### src/rtl/spi_pkg.sv
// Shared types for the SPI master controller: FSM state encoding, latched
// per-frame mode bits and the divider value used before the first frame.
package spi_pkg;

  typedef enum logic [2:0] {
    IDLE,
    SETUP,
    XFER,
    HOLD,
    GAP
  } spi_state_e;

  typedef struct packed {
    logic cpol;
    logic cpha;
    logic lsb_first;
  } spi_mode_t;

  localparam int unsigned SPI_DEFAULT_DIV = 1;

endpackage

### src/rtl/spi_clk_div.sv
// Half-period timer for the SPI master. The counter is reloaded by the FSM
// at every state/edge boundary; tick marks the last clk cycle of a half-period.
module spi_clk_div
  import spi_pkg::*;
#(
  parameter int DIV_W = 8
) (
  input  logic             clk,
  input  logic             rst_n,
  input  logic             load_i,
  input  logic [DIV_W-1:0] div_i,
  output logic             tick_o
);

  logic [DIV_W-1:0] cnt_q;

  // Down-count towards zero, restart from div_i whenever a new half-period begins.
  always_ff @(posedge clk or negedge rst_n) begin
    // NOTE: state is updated with non-blocking assignments so every flop samples pre-edge values.
    if (!rst_n) begin
      cnt_q <= '0;
    end else if (load_i) begin
      cnt_q <= div_i;
    end else if (cnt_q != '0) begin
      cnt_q <= cnt_q - 1'b1;
    end
  end

  assign tick_o = (cnt_q == '0);

endmodule

### src/rtl/spi_master_ctrl.sv
// SPI master controller: turns a valid/ready word stream into SPI frames on
// sclk/cs_n/mosi with all four CPOL/CPHA modes, selectable bit order, a
// programmable half-period and chip-select hold across frames.
// Optional feature macro: SPI_MASTER_CTRL_RX_EN enables the miso capture path
// (rx_valid/rx_data); without it those outputs are tied to zero.
module spi_master_ctrl
  import spi_pkg::*;
#(
  parameter  int DATA_W = 8,
  parameter  int NUM_CS = 2,
  parameter  int DIV_W  = 8,
  localparam int CS_W   = (NUM_CS > 1) ? $clog2(NUM_CS) : 1
) (
  input  logic              clk,
  input  logic              rst_n,
  input  logic              cfg_cpol,
  input  logic              cfg_cpha,
  input  logic              cfg_lsb_first,
  input  logic [DIV_W-1:0]  cfg_div,
  input  logic              tx_valid,
  output logic              tx_ready,
  input  logic [DATA_W-1:0] tx_data,
  input  logic [CS_W-1:0]   tx_cs_sel,
  input  logic              tx_hold_cs,
  output logic              rx_valid,
  output logic [DATA_W-1:0] rx_data,
  output logic              busy,
  output logic              sclk,
  output logic [NUM_CS-1:0] cs_n,
  output logic              mosi,
  input  logic              miso
);

  localparam int IDX_W     = $clog2(DATA_W);
  localparam int EC_W      = $clog2(2 * DATA_W + 1);
  localparam int LAST_EDGE = 2 * DATA_W - 1;

  spi_state_e        state_q;
  spi_mode_t         mode_q;
  logic [DIV_W-1:0]  div_q;
  logic [DATA_W-1:0] tx_data_q;
  logic [CS_W-1:0]   sel_q;
  logic              hold_q;
  logic              held_q;
  logic [EC_W-1:0]   edge_q;
  logic              sclk_q;
  logic              mosi_q;
  logic [NUM_CS-1:0] cs_n_q;

  logic              tick;
  logic              accept;
  logic              leading;
  logic [IDX_W-1:0]  shift_idx;
  logic [DIV_W-1:0]  div_src;

  // Position in the word of the b-th bit on the wire.
  function automatic logic [IDX_W-1:0] bit_idx(input logic lsb, input int b);
    return lsb ? IDX_W'(b) : IDX_W'(DATA_W - 1 - b);
  endfunction

  // One-cold chip-select pattern; an out-of-range index selects nothing.
  function automatic logic [NUM_CS-1:0] cs_decode(input logic [CS_W-1:0] sel);
    logic [NUM_CS-1:0] v;
    v = '1;
    for (int i = 0; i < NUM_CS; i++) begin
      if (int'(sel) == i) v[i] = 1'b0;
    end
    return v;
  endfunction

  assign tx_ready  = (state_q == IDLE);
  assign accept    = tx_valid && tx_ready;
  assign busy      = (state_q != IDLE) || held_q;
  assign sclk      = sclk_q;
  assign mosi      = mosi_q;
  assign cs_n      = cs_n_q;
  // The next edge is leading when an even number of edges has gone by.
  assign leading   = ~edge_q[0];
  // CPHA=1 drives bit n on leading edge 2n+1; CPHA=0 drives bit n+1 on trailing edge 2n+2.
  assign shift_idx = bit_idx(mode_q.lsb_first, int'(edge_q >> 1) + (mode_q.cpha ? 0 : 1));
  // The frame's divider is taken straight from the port in the accept cycle.
  assign div_src   = accept ? cfg_div : div_q;

  spi_clk_div #(.DIV_W(DIV_W)) u_clk_div (
    .clk    (clk),
    .rst_n  (rst_n),
    .load_i (accept || (tick && (state_q != IDLE))),
    .div_i  (div_src),
    .tick_o (tick)
  );

  // Frame sequencer: latches the request, walks the SCLK edges, drives mosi and cs_n.
  always_ff @(posedge clk or negedge rst_n) begin
    if (!rst_n) begin
      state_q   <= IDLE;
      mode_q    <= '0;
      div_q     <= DIV_W'(SPI_DEFAULT_DIV);
      tx_data_q <= '0;
      sel_q     <= '0;
      hold_q    <= 1'b0;
      held_q    <= 1'b0;
      edge_q    <= '0;
      sclk_q    <= 1'b0;
      mosi_q    <= 1'b0;
      cs_n_q    <= '1;
    end else begin
      case (state_q)
        IDLE: begin
          if (accept) begin
            mode_q    <= '{cpol: cfg_cpol, cpha: cfg_cpha, lsb_first: cfg_lsb_first};
            div_q     <= cfg_div;
            tx_data_q <= tx_data;
            sel_q     <= tx_cs_sel;
            hold_q    <= tx_hold_cs;
            held_q    <= 1'b0;
            edge_q    <= '0;
            sclk_q    <= cfg_cpol;
            mosi_q    <= cfg_cpha ? 1'b0 : tx_data[bit_idx(cfg_lsb_first, 0)];
            if (held_q && (tx_cs_sel == sel_q)) begin
              state_q <= XFER;
            end else begin
              cs_n_q  <= cs_decode(tx_cs_sel);
              state_q <= SETUP;
            end
          end
        end
        SETUP: if (tick) state_q <= XFER;
        XFER: begin
          if (tick) begin
            sclk_q <= ~sclk_q;
            edge_q <= edge_q + 1'b1;
            if (leading && mode_q.cpha) mosi_q <= tx_data_q[shift_idx];
            if (!leading && !mode_q.cpha && (edge_q != EC_W'(LAST_EDGE)))
              mosi_q <= tx_data_q[shift_idx];
            if (edge_q == EC_W'(LAST_EDGE)) state_q <= HOLD;
          end
        end
        HOLD: begin
          if (tick) begin
            if (hold_q) begin
              held_q  <= 1'b1;
              state_q <= IDLE;
            end else begin
              cs_n_q  <= '1;
              state_q <= GAP;
            end
          end
        end
        GAP:     if (tick) state_q <= IDLE;
        default: state_q <= IDLE;
      endcase
    end
  end

`ifdef SPI_MASTER_CTRL_RX_EN
  logic [DATA_W-1:0] rx_sh_q;
  logic [DATA_W-1:0] rx_data_q;
  logic              rx_valid_q;
  logic [IDX_W-1:0]  samp_idx;

  // Bit n is sampled on edge 2n+1 (CPHA=0) or 2n+2 (CPHA=1); both give edge_q>>1.
  assign samp_idx = bit_idx(mode_q.lsb_first, int'(edge_q >> 1));

  // Capture miso on sample edges and publish the word as HOLD ends.
  always_ff @(posedge clk or negedge rst_n) begin
    if (!rst_n) begin
      rx_sh_q    <= '0;
      rx_data_q  <= '0;
      rx_valid_q <= 1'b0;
    end else begin
      rx_valid_q <= 1'b0;
      if ((state_q == XFER) && tick && (leading != mode_q.cpha)) rx_sh_q[samp_idx] <= miso;
      if ((state_q == HOLD) && tick) begin
        rx_valid_q <= 1'b1;
        rx_data_q  <= rx_sh_q;
      end
    end
  end

  assign rx_valid = rx_valid_q;
  assign rx_data  = rx_data_q;
`else
  logic unused_miso;
  assign unused_miso = miso;
  assign rx_valid    = 1'b0;
  assign rx_data     = '0;
`endif

endmodule

### config.mk
export PLATFORM = sky130hd
export DESIGN_NAME = spi_master_ctrl
export DESIGN_NICKNAME = d
export VERILOG_FILES = /design/src/rtl/spi_pkg.sv /design/src/rtl/spi_clk_div.sv /design/src/rtl/spi_master_ctrl.sv
export SDC_FILE = /design/constraint.sdc
export NUM_CORES = 1
export LEC_CHECK = 0
export ABC_AREA = 1
export CORE_ASPECT_RATIO = 1.2
export CORE_MARGIN = 1
export CORE_UTILIZATION = 55
export CTS_BUF_LIST = sky130_fd_sc_hd__clkbuf_8
export DETAILED_ROUTE_END_ITERATION = 12
export PLACE_DENSITY = 0.82
export RECOVER_POWER = 25
export SYNTH_ARGS = -nofsm -noshare
export SYNTH_HDL_FRONTEND = slang
export SYNTH_SLANG_ARGS = --single-unit
export TNS_END_PERCENT = 1
### constraint.sdc
create_clock -name clk -period 2 [get_ports clk]
set_input_delay 0.4 -clock clk [delete_from_list [all_inputs] [get_ports clk]]
set_output_delay 0.4 -clock clk [all_outputs]
set_load 0.01 [all_outputs]
==> run_results.csv, run 1 <==
group,metric,value,unit
worst_setup_path,reg2reg_from,"state_q[0]",
timing,maxSlewHeadroom,36.5,%
timing,final_min_period_over_clock_period,91.2,%
timing,hold_viol_final,0,
synth,synth_area_leaders,"sky130_fd_sc_hd__dfrtp_1 (41%), sky130_fd_sc_hd__nand2_1 (12%), sky130_fd_sc_hd__inv_1 (5.5%)",
drt,dr_total_vias,1920,
worst_setup_path,worst_setup_path_start_kind,"flop",
run,max_cap_violations,0,
worst_setup_path,cp_cell_sequence,"nor2_4, nand2_4, inv_1, nand2_1, dlygate4sd2_1",
die,boundaryPins,40,
place,post-dp-hpwl,3.60,mm
place,placement.io_buffers,29,
cts,cts.root.buffer_cell,"sky130_fd_sc_hd__clkbuf_8",
place,place_worst_setup_slack,0.123,ns
die,core_area,4000,um2
grt,grt_util_met3,5.11,%
drt,first_pass_iters,4,
final_layout,drive_gt1_share,10.9,%
cts,clock_path_buffers,2,
timing,max_clock_freq,548,MHz
worst_setup_path,worst_path_max_delay_cell,"sky130_fd_sc_hd__dfrtp_2",
drt,wl_per_cell,12.4,um
drt,drt.antenna.violating_nets,0,
synth,synthXorXnorAreaFrac,1.87,%
synth,synth_seq_cells,41,
synth,largest_family_of_logic_cells_by_synthesized_area,"simple AND/OR/NAND/NOR gates",
grt,grt_pass1_wl,8.14,mm
drt,postRouteWirelength,4.77,mm
synth,post_synth_num_cell_types,34,
synth,synth_mux_area_share,0.428,%
synth,leading_area_contributor_after_synthesis,"sky130_fd_sc_hd__dfrtp_1",
synth,syn_inst,292,
timing,final_critical_path_setup_slack,0.177,ns
synth,synth_simple_gate_area_share,27.3,%
run_status,status,"finished, final reports clean",
hold_path,min-delay-path-class,"input port to asynchronous set/reset pin",
worst_setup_path,cp_max_fanout,5,
synth,synthAdderAreaFrac,3.21,%
worst_setup_path,criticalPathCategory,"flop to primary output",
drt,dr.first_iter.drc_count,108,
cts,htree_levels,2,
synth,synthFlopType,"sky130_fd_sc_hd__dfrtp_1",
timing,finalSetupTns,0,ns
cts,postCtsSetupRepairBufs,0,
power,power.leakage,1.36,nW
synth,yosys.cell_count.top_type,"sky130_fd_sc_hd__nand2_1",
timing,setup_failing_eps_final,0,
synth,synth.cells.most_frequent,"sky130_fd_sc_hd__nand2_1 (77), sky130_fd_sc_hd__dfrtp_1 (38), sky130_fd_sc_hd__inv_1 (34)",
cts,cts_tree,"yes",
final_layout,insertedDiodeCount,0,
place,place.gp.congestion,0.869,
timing,finalHoldWorstSlack,0.227,ns
grt,grt_util_all_layers,24.6,%
cts,cts.reportedPaths.clkPinSlew,0.08,ns
synth,synth_largest_type_area_fraction,40.7,%
power,power.ir.vdd_worst,0.855,mV
cts,cts_made_buffers,5,
power,power.density,1560,nW/um2
final_layout,area_growth_syn_to_layout,18.7,%
grt,grtUsageMet2,45.5,%
timing,finalWorstPathRequiredPeriod,1.82,ns
drt,drc,0,
grt,global_route.overflow_total,0,
timing,setup_repair_after_global_routing_missed_its_margin,"no",
grt,first_global_vias,1940,
worst_setup_path,worst-endpoint-required,1.60,ns
timing,skew,0.00475,ns
die,die_width,61.5,um
place,post-place-cells,376,
die,floorplan.rows,25,
final_layout,finalNetCount,360,
worst_setup_path,setup.reg_to_reg.worst_slack,0.29,ns
worst_setup_path,reg2reg_depth,9,
grt,grt.busiest_layer,"met2",
timing,final-max-slew-violation-count,0,
timing,tightest_slew,0.952,ns
synth,synth_enable_flop_cells,0,
worst_setup_path,max_stage_delay,0.46,ns
worst_setup_path,crit-reg2reg-capture,"edge_q[3]",
die,die_h,73.4,um
cts,numClockSinks,41,
die,design.die.area,4510,um2
synth,post_synth_instance_area,2340,um2
worst_setup_path,worst_ep_arrival_time,1.42,ns
cts,clk_latency,0.29,ns
final_layout,final_cell_count_no_fill,384,
worst_setup_path,crit_path_capture_type,"primary output",
grt,largest_net_degree_at_the_start_of_global_routing,19,
synth,synth-compound-area-share,12.4,%
die,initial_utilization,58.3,%
synth,number_of_synthesis_warnings,0,
grt,use_met1,26.8,%
synth,fraction_of_registers_with_async_set_reset,100,%
synth,synth_area_per_cell,8.00,um2
drt,viasPerCell,5.00,
grt,antenna_found_initial,0,
synth,ys_seq_area_share,44.1,%
==> cells by family (layout without fill, tap and decap cells) <==
logic type,count (synthesis),after routing
other cells,1,9
mux,1,1
compound gates,50,50
simple gates,136,136
fa+ha+maj,6,6
xor+xnor,5,5
buf+inv,52,82
flops,41,41
==> critical path, delay by kind of cell (launching register included) <==
kind,cells,cell delay [ns]
DFF,1,0.46
and+or+nand+nor,3,0.28
buffers and inverters,2,0.39
==> layer usage <==
layer / share of wire (%) / vias to the layer above
li1: - / 985
met1: 41 / 887
met2: 53 / 39
met3: 3.8 / 9
met4: 1.7 / 0
met5: 0 / -
==> metrics by stage <==
| stage | area [um2] | util (%) | total power [W] |
|---|---|---|---|
| global route | 2770 | 69.3 | 0.00471 |
| detailed placement | 2660 | 66.5 | 0.00364 |
| floorplan | 2370 | - | 0.00307 |
| finish | 2770 | 69.3 | 0.00431 |
| global placement | 2660 | 66.5 | 0.00356 |
| CTS | 2780 | 69.4 | 0.00434 |
==> placed cells by master (no fill, tap or decap), types with 3 or more instances in the layout <==
master                            synthesis  final
sky130_fd_sc_hd__xnor2_1                  4      4
sky130_fd_sc_hd__clkdlybuf4s50_1          0     26
sky130_fd_sc_hd__inv_2                    5      5
sky130_fd_sc_hd__nand3b_1                 3      3
sky130_fd_sc_hd__buf_4                    9      5
sky130_fd_sc_hd__nor3_1                   3      3
sky130_fd_sc_hd__o21ai_1                  3      3
sky130_fd_sc_hd__inv_1                   34     35
sky130_fd_sc_hd__nor2_1                  18     18
sky130_fd_sc_hd__a21oi_1                 16     16
sky130_fd_sc_hd__dfstp_2                  3      3
sky130_fd_sc_hd__conb_1                   1      9
sky130_fd_sc_hd__o21ai_0                 20     20
sky130_fd_sc_hd__clkbuf_8                 0      6
sky130_fd_sc_hd__nand2_1                 77     77
sky130_fd_sc_hd__dfrtp_1                 38     37
sky130_fd_sc_hd__nand3_1                 22     22
sky130_fd_sc_hd__o211ai_1                 4      4
sky130_fd_sc_hd__ha_1                     6      6
==> worst max path at each step <==
| stage | startpoint | end | slack (ns) |
|---|---|---|---|
| 6_report | state_q[0] | busy | 0.18 |
| 5_1_grt | mode_q[1] | mosi | 0.08 |
| 3_5_place_dp | tx_valid | edge_q[3] | 0.12 |
| 3_3_place_gp | tx_valid | edge_q[3] | 0.12 |
| 4_1_cts | state_q[0] | busy | 0.18 |
| 2_1_floorplan | u_clk_div.cnt_q[0] | state_q[0] | 0.50 |
==> report_power, final <==
group	total [W]	switching [W]	internal [W]	leakage [nW]
clock	0.000686	0.000284	0.000402	0.0626
sequential	0.00149	0.000249	0.00124	0.496
combinational	0.00214	0.00129	0.000848	0.799
==> sequential cells by signal, summed over array words and instances, names as in the netlist, 2 cells and up <==
name,flops
edge_q,5
state_q,3
tx_data_q,8
cs_n,2
div_q,8
mode_q,2
u_clk_div.cnt_q,8
==> cell type report <==
cell class	count	area [um2]
Clock inverter	2	33.8
Inverter	39	146
Multi-Input combinational cell	207	1090
Clock buffer	6	82.6
Sequential cell	41	1030
Timing Repair Buffer	35	323
Fill cell	344	1230
Tap cell	54	67.6
==> repair_timing <==
action | 4_1_cts | 5_1_grt
endpoints found under the hold margin | 0 | 0
endpoints found under the setup margin | 2 | 0
hold buffers | 0 | 0
gates resized for setup | 3 | 0
(Power assumes the default switching activity.)
==> run 2, diff against run 1 <==
- CAP_MARGIN: not set -> 30
==> results of run 2 <==
Final layout, timing and power as in run 1 (identical DEF).
